<file path="src/rtl/inst_fetch_queue_if.sv">
// Fetch-queue bundle: MMU instruction channel, back-end redirect and the dual-issue decode port.
// The master modport is the queue's own view; slave is the surrounding MMU/decode environment.
interface inst_fetch_queue_if;
  logic        inst_en;
  logic [31:0] inst_addr;
  logic        inst_ok;
  logic        inst_ok_1;
  logic        inst_ok_2;
  logic [31:0] inst_data_1;
  logic [31:0] inst_data_2;
  logic        redirect;
  logic [31:0] redirect_pc;
  logic [1:0]  deq_cnt;
  logic        out0_valid;
  logic        out1_valid;
  logic [31:0] out0_inst;
  logic [31:0] out1_inst;
  logic [31:0] out0_pc;
  logic [31:0] out1_pc;
  logic        queue_empty;

  modport master (
    output inst_en, inst_addr,
    input  inst_ok, inst_ok_1, inst_ok_2, inst_data_1, inst_data_2,
    input  redirect, redirect_pc, deq_cnt,
    output out0_valid, out1_valid, out0_inst, out1_inst, out0_pc, out1_pc, queue_empty
  );

  modport slave (
    input  inst_en, inst_addr,
    output inst_ok, inst_ok_1, inst_ok_2, inst_data_1, inst_data_2,
    output redirect, redirect_pc, deq_cnt,
    input  out0_valid, out1_valid, out0_inst, out1_inst, out0_pc, out1_pc, queue_empty
  );
endinterface

</file>
<file path="src/rtl/inst_fetch_queue.sv">
// Instruction fetch front end: one outstanding MMU request, up to two words pushed per response,
// decode drains up to two per cycle; 1-cycle response-to-decode latency, fetch stalls when space runs low.
module inst_fetch_queue #(
  parameter int unsigned DEPTH    = 8,
  parameter logic [31:0] RESET_PC = 32'hbfc0_0000
) (
  input logic                clk,
  input logic                rst,
  inst_fetch_queue_if.master bus
);
  localparam int unsigned AW = $clog2(DEPTH);
  localparam int unsigned CW = AW + 1;
  localparam int unsigned NW = AW + 2;

  localparam logic [1:0] IDLE = 2'd0;
  localparam logic [1:0] REQ  = 2'd1;
  localparam logic [1:0] DROP = 2'd2;

  logic [1:0]    state;
  logic [31:0]   pc;
  logic          en_q;
  logic [31:0]   addr_q;
  logic [AW-1:0] head;
  logic [AW-1:0] tail;
  logic [AW-1:0] head_nx1;
  logic [AW-1:0] tail_nx1;
  logic [CW-1:0] count;
  logic [31:0]   mem_pc   [DEPTH];
  logic [31:0]   mem_inst [DEPTH];

  logic          accept;
  logic          push_one;
  logic          push_two;
  logic          space_ok;
  logic [1:0]    push_n;
  logic [1:0]    pop_req;
  logic [1:0]    pop_n;
  logic [NW-1:0] next_count;
  logic [31:0]   pc_adv;
  logic          out0_v;
  logic          out1_v;

  always_comb begin
    accept     = (state == REQ) && bus.inst_ok && !bus.redirect;
    push_one   = accept && bus.inst_ok_1;
    push_two   = push_one && bus.inst_ok_2;
    push_n     = {push_two, push_one & ~push_two};
    pop_req    = (bus.deq_cnt == 2'd3) ? 2'd2 : bus.deq_cnt;
    pop_n      = (NW'(pop_req) > NW'(count)) ? count[1:0] : pop_req;
    next_count = NW'(count) + NW'(push_n) - NW'(pop_n);
    // Two free slots must remain for the response to the request being issued now.
    space_ok   = (next_count <= NW'(DEPTH - 2));
    pc_adv     = pc + (push_two ? 32'd8 : (push_one ? 32'd4 : 32'd0));
    head_nx1   = head + AW'(1);
    tail_nx1   = tail + AW'(1);
  end

  always_ff @(posedge clk) begin
    if (push_one) begin
      mem_pc[tail]   <= addr_q;
      mem_inst[tail] <= bus.inst_data_1;
    end
    if (push_two) begin
      mem_pc[tail_nx1]   <= addr_q + 32'd4;
      mem_inst[tail_nx1] <= bus.inst_data_2;
    end
  end

  always_ff @(posedge clk or negedge rst) begin
    if (!rst) begin
      state  <= IDLE;
      pc     <= RESET_PC;
      en_q   <= 1'b0;
      addr_q <= 32'd0;
      head   <= '0;
      tail   <= '0;
      count  <= '0;
    end else if (bus.redirect) begin
      pc    <= bus.redirect_pc;
      head  <= tail;
      count <= '0;
      // An unanswered request cannot be withdrawn, so keep presenting it and discard its answer.
      if ((state == REQ || state == DROP) && !bus.inst_ok) begin
        state <= DROP;
      end else begin
        state <= IDLE;
        en_q  <= 1'b0;
      end
    end else begin
      head  <= head + AW'(pop_n);
      tail  <= tail + AW'(push_n);
      count <= next_count[CW-1:0];
      case (state)
        IDLE: begin
          if (space_ok) begin
            state  <= REQ;
            en_q   <= 1'b1;
            addr_q <= pc;
          end
        end
        REQ: begin
          if (bus.inst_ok) begin
            pc <= pc_adv;
            if (space_ok) begin
              addr_q <= pc_adv;
            end else begin
              state <= IDLE;
              en_q  <= 1'b0;
            end
          end
        end
        DROP: begin
          if (bus.inst_ok) begin
            state <= IDLE;
            en_q  <= 1'b0;
          end
        end
        default: begin
          state <= IDLE;
          en_q  <= 1'b0;
        end
      endcase
    end
  end

  assign out0_v          = (count != '0);
  assign out1_v          = (count > CW'(1));
  assign bus.inst_en     = en_q;
  assign bus.inst_addr   = addr_q;
  assign bus.out0_valid  = out0_v;
  assign bus.out1_valid  = out1_v;
  assign bus.out0_pc     = out0_v ? mem_pc[head]       : 32'd0;
  assign bus.out0_inst   = out0_v ? mem_inst[head]     : 32'd0;
  assign bus.out1_pc     = out1_v ? mem_pc[head_nx1]   : 32'd0;
  assign bus.out1_inst   = out1_v ? mem_inst[head_nx1] : 32'd0;
  assign bus.queue_empty = !out0_v;

endmodule
</file>
<file path="src/flat_wrapper.sv">
// flat-port wrapper written by rule: the top's interface ports become plain ports
module inst_fetch_queue_flat 
#(
  parameter int unsigned DEPTH    = 8,
  parameter logic [31:0] RESET_PC = 32'hbfc0_0000
)
  (clk, rst, bus_inst_en, bus_inst_addr, bus_inst_ok, bus_inst_ok_1, bus_inst_ok_2, bus_inst_data_1, bus_inst_data_2, bus_redirect, bus_redirect_pc, bus_deq_cnt, bus_out0_valid, bus_out1_valid, bus_out0_inst, bus_out1_inst, bus_out0_pc, bus_out1_pc, bus_queue_empty);
  inst_fetch_queue_if bus_i ();
  input logic clk;
  input logic rst;
  output wire logic [$bits(bus_i.inst_en)-1:0] bus_inst_en;
  output wire logic [$bits(bus_i.inst_addr)-1:0] bus_inst_addr;
  input wire logic [$bits(bus_i.inst_ok)-1:0] bus_inst_ok;
  input wire logic [$bits(bus_i.inst_ok_1)-1:0] bus_inst_ok_1;
  input wire logic [$bits(bus_i.inst_ok_2)-1:0] bus_inst_ok_2;
  input wire logic [$bits(bus_i.inst_data_1)-1:0] bus_inst_data_1;
  input wire logic [$bits(bus_i.inst_data_2)-1:0] bus_inst_data_2;
  input wire logic [$bits(bus_i.redirect)-1:0] bus_redirect;
  input wire logic [$bits(bus_i.redirect_pc)-1:0] bus_redirect_pc;
  input wire logic [$bits(bus_i.deq_cnt)-1:0] bus_deq_cnt;
  output wire logic [$bits(bus_i.out0_valid)-1:0] bus_out0_valid;
  output wire logic [$bits(bus_i.out1_valid)-1:0] bus_out1_valid;
  output wire logic [$bits(bus_i.out0_inst)-1:0] bus_out0_inst;
  output wire logic [$bits(bus_i.out1_inst)-1:0] bus_out1_inst;
  output wire logic [$bits(bus_i.out0_pc)-1:0] bus_out0_pc;
  output wire logic [$bits(bus_i.out1_pc)-1:0] bus_out1_pc;
  output wire logic [$bits(bus_i.queue_empty)-1:0] bus_queue_empty;
  assign bus_inst_en = bus_i.inst_en;
  assign bus_inst_addr = bus_i.inst_addr;
  assign bus_i.inst_ok = bus_inst_ok;
  assign bus_i.inst_ok_1 = bus_inst_ok_1;
  assign bus_i.inst_ok_2 = bus_inst_ok_2;
  assign bus_i.inst_data_1 = bus_inst_data_1;
  assign bus_i.inst_data_2 = bus_inst_data_2;
  assign bus_i.redirect = bus_redirect;
  assign bus_i.redirect_pc = bus_redirect_pc;
  assign bus_i.deq_cnt = bus_deq_cnt;
  assign bus_out0_valid = bus_i.out0_valid;
  assign bus_out1_valid = bus_i.out1_valid;
  assign bus_out0_inst = bus_i.out0_inst;
  assign bus_out1_inst = bus_i.out1_inst;
  assign bus_out0_pc = bus_i.out0_pc;
  assign bus_out1_pc = bus_i.out1_pc;
  assign bus_queue_empty = bus_i.queue_empty;
  inst_fetch_queue #(.DEPTH(DEPTH), .RESET_PC(RESET_PC)) u_core (.clk(clk), .rst(rst), .bus(bus_i));
endmodule
</file>
<file path="config.mk">
export PLATFORM = sky130hd
export DESIGN_NAME = inst_fetch_queue_flat
export DESIGN_NICKNAME = d
export VERILOG_FILES = /design/src/rtl/inst_fetch_queue_if.sv /design/src/rtl/inst_fetch_queue.sv /design/src/flat_wrapper.sv
export SDC_FILE = /design/constraint.sdc
export NUM_CORES = 1
export LEC_CHECK = 0
export ABC_AREA = 1
export CORE_AREA = 3 3 285 287
export CTS_CLUSTER_SIZE = 25
export DETAILED_ROUTE_END_ITERATION = 12
export DIE_AREA = 0 0 288 290
export PLACE_DENSITY = 0.68
export SKIP_CTS_REPAIR_TIMING = 1
export SYNTH_ARGS = -nofsm -noshare
export SYNTH_HDL_FRONTEND = slang
export SYNTH_SLANG_ARGS = --single-unit
</file>
<file path="constraint.sdc">
create_clock -name clk -period 21.2 [get_ports clk]
set_input_delay 4.24 -clock clk [delete_from_list [all_inputs] [get_ports clk]]
set_output_delay 4.24 -clock clk [all_outputs]
set_load 0.02 [all_outputs]
</file>
Word-level counts from Yosys, hierarchy flattened
Memories as Yosys holds them, arrays and structs flattened.
Index checks and enable logic that the tools add are counted.
{"block": "classes", "reduce_logical": 18, "eq_ne": 11, "add_sub_neg": 8, "bitwise": 3, "mux": 35, "order_cmp": 3}
{"cell": "32-bit 2-to-1 mux", "count": 11}
{"cell": "32-bit one-hot mux with 2 select lines", "count": 1}
{"cell": "32-bit by 3-bit adder with 32-bit output, second input constant", "count": 1}
{"cell": "32-bit adder", "count": 1}
{"cell": "2-bit 2-to-1 mux", "count": 8}
{"cell": "1-bit 2-to-1 mux", "count": 10}
{"cell": "5-bit AND reduction", "count": 2}
{"cell": "3-bit inequality test, second input constant", "count": 3}
{"cell": "3-bit by 1-bit adder with 3-bit output, second input constant", "count": 2}
{"cell": "3-bit by 2-bit adder with 3-bit output", "count": 2}
{"cell": "3-bit 2-to-1 mux", "count": 2}
{"cell": "2-bit one-hot mux with 3 select lines", "count": 1}
{"cell": "2-bit nonzero test", "count": 3}
{"cell": "4-bit by 2-bit adder with 5-bit output", "count": 1}
{"cell": "5-bit by 3-bit less-or-equal comparator with 1-bit output, second input constant", "count": 1}
{"cell": "1-bit logical AND", "count": 5}
{"cell": "5-bit by 2-bit subtractor with 5-bit output", "count": 1}
{"cell": "2-bit == test, second input constant", "count": 2}
{"cell": "2-bit by 4-bit greater-than comparator with 1-bit output", "count": 1}
{"cell": "4-bit by 1-bit greater-than comparator with 1-bit output, second input constant", "count": 1}
{"cell": "4-bit 2-to-1 mux", "count": 1}
{"cell": "2-bit by 1-bit inequality test with 1-bit output, second input constant", "count": 2}
{"cell": "2-bit inequality test, second input constant", "count": 2}
{"cell": "4-bit AND reduction", "count": 1}
{"cell": "10 further kinds", "count": 13}
{"block": "totals", "mem_count": 2, "input_bits": 104, "register_bits": 77, "mem_bits_rw": 512}
{"memory": "u_core.mem_inst", "words": 8, "width": 32, "rd": 2, "rd_clocked_by_memory_dff": 0, "write_ports": 2, "line": "inst_fetch_queue.sv:29", "text": "logic [31:0] mem_inst [DEPTH];"}
{"memory": "u_core.mem_pc", "words": 8, "width": 32, "rd": 2, "rd_clocked_by_memory_dff": 0, "write_ports": 2, "line": "inst_fetch_queue.sv:28", "text": "logic [31:0] mem_pc [DEPTH];"}

Logic depth before layout (Yosys ltp)
{"block": "logic_depth", "depth_word": 14, "mapped_depth": 25}

Worst setup path before layout
Ideal clock, no wire load.
{"block": "synth_timing", "path_type": "input-to-reg", "start": "in bus_redirect", "end": "mem u_core.mem_inst[6][0], enable pin", "stages": 5, "slack_ns": 9.433, "arrival_ns": 11.106, "n_path_buf": 0, "cell_sequence": "nor2_4 -> nand2_4 -> nor2_8 -> inv_1 -> o41ai_1"}
{"item": "start: declaration", "line": "flat_wrapper.sv:18", "text": "input wire logic [$bits(bus_i.redirect)-1:0] bus_redirect;"}
{"item": "end: declaration", "line": "inst_fetch_queue.sv:29"}

Worst setup path after layout
{"block": "layout_timing", "start": "reg u_core.head[0]", "end": "out bus_out1_pc[6]"}
{"block": "layout_via", "elab_chain_len": 3}
{"item": "start: declaration", "line": "inst_fetch_queue.sv:23", "text": "logic [AW-1:0] head;"}
{"item": "start signal: assignment", "line": "inst_fetch_queue.sv:80", "text": "head <= tail;"}
{"item": "start signal: assignment", "line": "inst_fetch_queue.sv:90", "text": "head <= head + AW'(pop_n);"}
{"item": "3-bit by 1-bit adder with 3-bit output", "line": "inst_fetch_queue.sv:54", "text": "head_nx1 = head + AW'(1);"}
{"item": "memory read 8 x 32 bit"}
{"item": "32-bit 2-to-1 mux", "line": "inst_fetch_queue.sv:134", "text": "assign bus.out1_pc = out1_v ? mem_pc[head_nx1] : 32'd0;"}
{"item": "end: declaration", "line": "flat_wrapper.sv:26", "text": "output wire logic [$bits(bus_i.out1_pc)-1:0] bus_out1_pc;"}
Every way passes these cells.

==> results <==
- The height of the die is 290 um.
- The routed design could run at a clock period as short as 10100 ps.
- The worst setup path is launched from a flip-flop.
- The routed wirelength normalized by instance count is 22.15 um.
- For this configuration, the core starts out at a cell density of 44.76%.
- The total design power is 5.812 mW.
- The number of max-cap violations is 0.
- The Yosys warning count is 0.
- Static timing analysis puts the maximum clock frequency at 99.02 MHz.
- The most frequent standard cell in the layout excluding fill and tap cells is o21ai_0.
- The width of the chip is 288 um.
- The part of the Yosys area used for sequential elements is 49.04%.
- The count of clock tree sinks is 589.
- After floorplanning, the core was sized to cover 78870 um^2.
- Combinational logic is responsible for 52.7% of the overall power.
- The data required time at the worst endpoint is 16960 ps.
- The die covers 83520 um^2.
- The initial antenna violation count is 2.
- The DRC violation count after routing is 0.
- The sum of negative setup slack is 0 ps.
- The finished cells cover 40400 um^2.
- The netlist uses 43 different library cells.
- The share of synthesized flip-flops with an asynchronous set or reset is 13.07%.
- The number of pins exceeding their max-slew limit in the final report came to 0.
- The count of vias placed by the detailed router is 32740.
- The clock transition at the register clock pins on the worst setup and hold paths after CTS is 50 ps.
- The first global-routing pass estimated 180.4 mm of wire.
- The biggest area contributor in the post-synthesis netlist is edfxtp_1.
- The worst hold path belongs to the class flip-flop to flip-flop.
- The wire length the detailed router placed on met1 is 47.92 mm.
- Wire segments on met2 add up to 55.15 mm in the final route.
- At the later pin of the worst-skew pair, clock insertion delay measures 620 ps.
- The number of global-route vias before repair was 30480.
- The final layout contains 4497 nets.
- The final routed wirelength across all metal layers is 121.2 mm.
- After global routing the overflow that remains totals 0.
- The count of cells in the finished layout, fillers not included, comes to 5470.
- Across the routed clock network, the largest skew measured is 27.67 ps.
- The highest routed metal layer is met4.
- The synthesized netlist occupies a cell area of 35300 um^2.
- In this run, the number of DRC markers left after iteration 0 of detailed routing was 4058.
- The area of combinational cells with multiple inputs is 15660 um^2.
- The total number of H-tree levels is 3.
- The top-level I/O count is 268.
- The final estimated routing congestion in global placement is 0.9222.
- The part of the total power dissipated in the clock network is 20.6%.
- The run finished with clean final reports.
- The largest fanout on the critical path is 75.
- The leakage power figure is 15.17 nW.
- The library cells used most frequently in the layout, excluding fill and tap cells, are o21ai_0, nand2_1, nor2_1.
- In this design, the largest share of critical-path delay is due to buffers and inverters.
- Together, buffers and inverters on the worst path number 4.
- The top cell type by area accounts for 43.55% of the synthesized area.
- Setup violations remaining at the end of the flow were counted as 0.
- The main flop type after synthesis is edfxtp_1.
- The count of TritonRoute iterations in the first routing pass is 7.
- The share of the cycle needed by the critical path after routing is 47.64%.
- The data arrival time of the critical path is 5860 ps.
- The final core area utilization is 51.23%.
- Sequential cells burn 26.7% of the power.
- Measured against its own limit, the worst slew margin works out to 15.37%.
- On the critical path, the stage with the largest delay is an instance of dfrtp_4.
- The placement-stage worst setup slack is 11920 ps.
- Summed over all nets, the switching power comes to 2.618 mW.
- Port buffering added 267 buffers.
- In this run switching power makes up 45.05% of total power.
- The signal on the critical path passes through buf_4 > ha_4 > inv_6 > buf_4 > o21ai_0 > o221a_2 > nor3_1 > clkdlybuf4s50_1.
- The number of cells after detailed placement is 5347.
- TritonCTS built the clock tree.
- The layout overhead on the synthesized area is 14.45%.
- The number of fill cells is 7314.
- The type of the worst setup path is flip-flop to primary output.
- Across the VDD grid, the largest voltage drop is 0.1014 mV.
- By instance count, the cell type seen most on the critical path is buf_4.
- The internal power is 3.193 mW.
- Setup slack closes at 11100 ps.
- Synthesis handed over a netlist of 4363 instances.
- The placed cell area is 38160 um^2.
- The final worst hold slack is 494.8 ps.
- Entering global routing, the biggest net connects 202 pins.
- By area the synthesized netlist is led by edfxtp_1, o21ai_0, nand2_1.
- The met3 layer wire length in the routed design is 13.85 mm.
- The number of hold-slack violations in the final timing report was 0.
- The synthesized area per cell is 8.091 um^2.
- The number of buffers inserted during clock tree synthesis is 70.
- The count of nets left with antenna violations once routing finished came out at 0.
- The synthesized design contains 512 enable-type register cells.
- The floorplan has 103 rows.
- Summing all flip-flop and latch instances after layout gives 17320 um^2.
- The endpoint type of the worst setup path is a primary output.
- The highest cell delay on the worst timing path is 810 ps.
- The wire-length estimate of the detail-placed layout is 68.49 mm.
- The worst-case clock buffer depth is 3.
- The transition at the pin with the smallest max-transition slack is 1269 ps.
- The post-route netlist has 7.220% of its cells at a drive strength greater than 1.
- Power spread over the standard cell area amounts to 143.8 nW/um^2.
- In this run the clock root is driven by a clkbuf_16.
- After detailed routing, the number of vias per cell comes to 5.985.
- Setup repair after global routing left no endpoint under its margin.
- The synthesized design contains 589 register bits.
- The aggregate global-route resource usage is 28.08%.
- Synthesis produced a netlist with a net count of 4491.
worst reg2reg max path, cell delays in order (launching register included):
cell	delay [ps]
dfrtp_1	390
inv_1	90
ha_1	140
buf_4	320
inv_2	320
nor2_4	200
nand2_4	170
nor2_8	180
nand2_4	130
nor3_4	130
buf_4	540
clkinv_2	680
o21ai_4	480
buf_4	960
routing by layer:
layer | GRT usage [%] | vias up
li1 | - | 15180
met1 | 37.67 | 15240
met4 | 10.85 | 0
met5 | 0 | -
met3 | 5.200 | 305
met2 | 45.15 | 2014
worst paths after layout:
| check | startpoint | cells past startpoint | slack (ps) | endpoint |
|---|---|---|---|---|
| worst min-delay path | u_core.bus.inst_en$_DFFE_PN0P_ | 2 | 490 | u_core.bus.inst_en$_DFFE_PN0P_ |
| min in group asynchronous | rst | 1 | 3510 | u_core.bus.inst_addr[19]$_DFFE_PN0P_ |
| worst max register to register | u_core.state[1]$_DFFE_PN0P_ | 13 | 16040 | u_core.mem_inst[5][5]$_DFFE_PP_ |
| max in group asynchronous | rst | 2 | 16580 | u_core.head[0]$_DFF_PN0_ |
| worst max-delay path | u_core.head[0]$_DFF_PN0_ | 8 | 11100 | bus_out1_pc[6] |
| worst min register to register | u_core.bus.inst_en$_DFFE_PN0P_ | 2 | 490 | u_core.bus.inst_en$_DFFE_PN0P_ |
power by group through the flow:
| stage | combinational, mW | clock (mW) | sequential (mW) |
|---|---|---|---|
| final | 3.06 | 1.20 | 1.55 |
| after global routing | 3.29 | 1.25 | 1.56 |
| after floorplan | 1.85 | 0 | 1.49 |
| after CTS | 3.03 | 1.21 | 1.54 |
| after global placement | 2.99 | 0 | 1.57 |
| after detailed placement | 3.02 | 0 | 1.57 |
sequential cells by signal, indices dropped and copies added (netlist names):
register and flops:
u_core.mem_inst 256, u_core.mem_pc 256, u_core.bus.inst_addr 32, u_core.pc 32, u_core.count 4, u_core.head 3, u_core.tail 3, u_core.state 2
u_core.bus.inst_en 1
kinds of logic after synthesis:
logic type / Yosys count / synth area share [%]
buffers and inverters: 603 / 6.968
XOR/XNOR: 46 / 1.163
flip-flops: 589 / 49.04
AO/OA/AOI/OAI: 1479 / 23.76
AND/OR/NAND/NOR: 1622 / 18.11
adder cells (fa/ha/maj): 24 / 0.9570
area by class of cell:
type / count / share of cell area, %
sequential: 589 / 42.87
timing repair buffer: 310 / 7.395
inverter: 227 / 2.168
clock buffer: 86 / 4.586
antenna: 2 / 0.01239
multi-input combinational: 3171 / 38.77
clock inverter: 35 / 0.9476
tap: 1050 / 3.252
Yosys cell counts, types with 9 or more instances:
| cell type | count |
|---|---|
| nand2_1 | 803 |
| nand4_1 | 14 |
| a21oi_1 | 97 |
| o21ai_1 | 75 |
| edfxtp_1 | 512 |
| dfrtp_1 | 68 |
| a31oi_1 | 67 |
| a22oi_1 | 20 |
| inv_1 | 211 |
| ha_1 | 19 |
| o211ai_1 | 11 |
| buf_1 | 25 |
| clkbuf_1 | 208 |
| o221a_2 | 126 |
| o21ai_0 | 1072 |
| xor2_1 | 42 |
| nor3_1 | 82 |
| nor2_1 | 662 |
| dfstp_2 | 9 |
| inv_2 | 11 |
| nand3_1 | 40 |
| buf_2 | 135 |
Note: power is estimated with default switching activity, not from simulation.
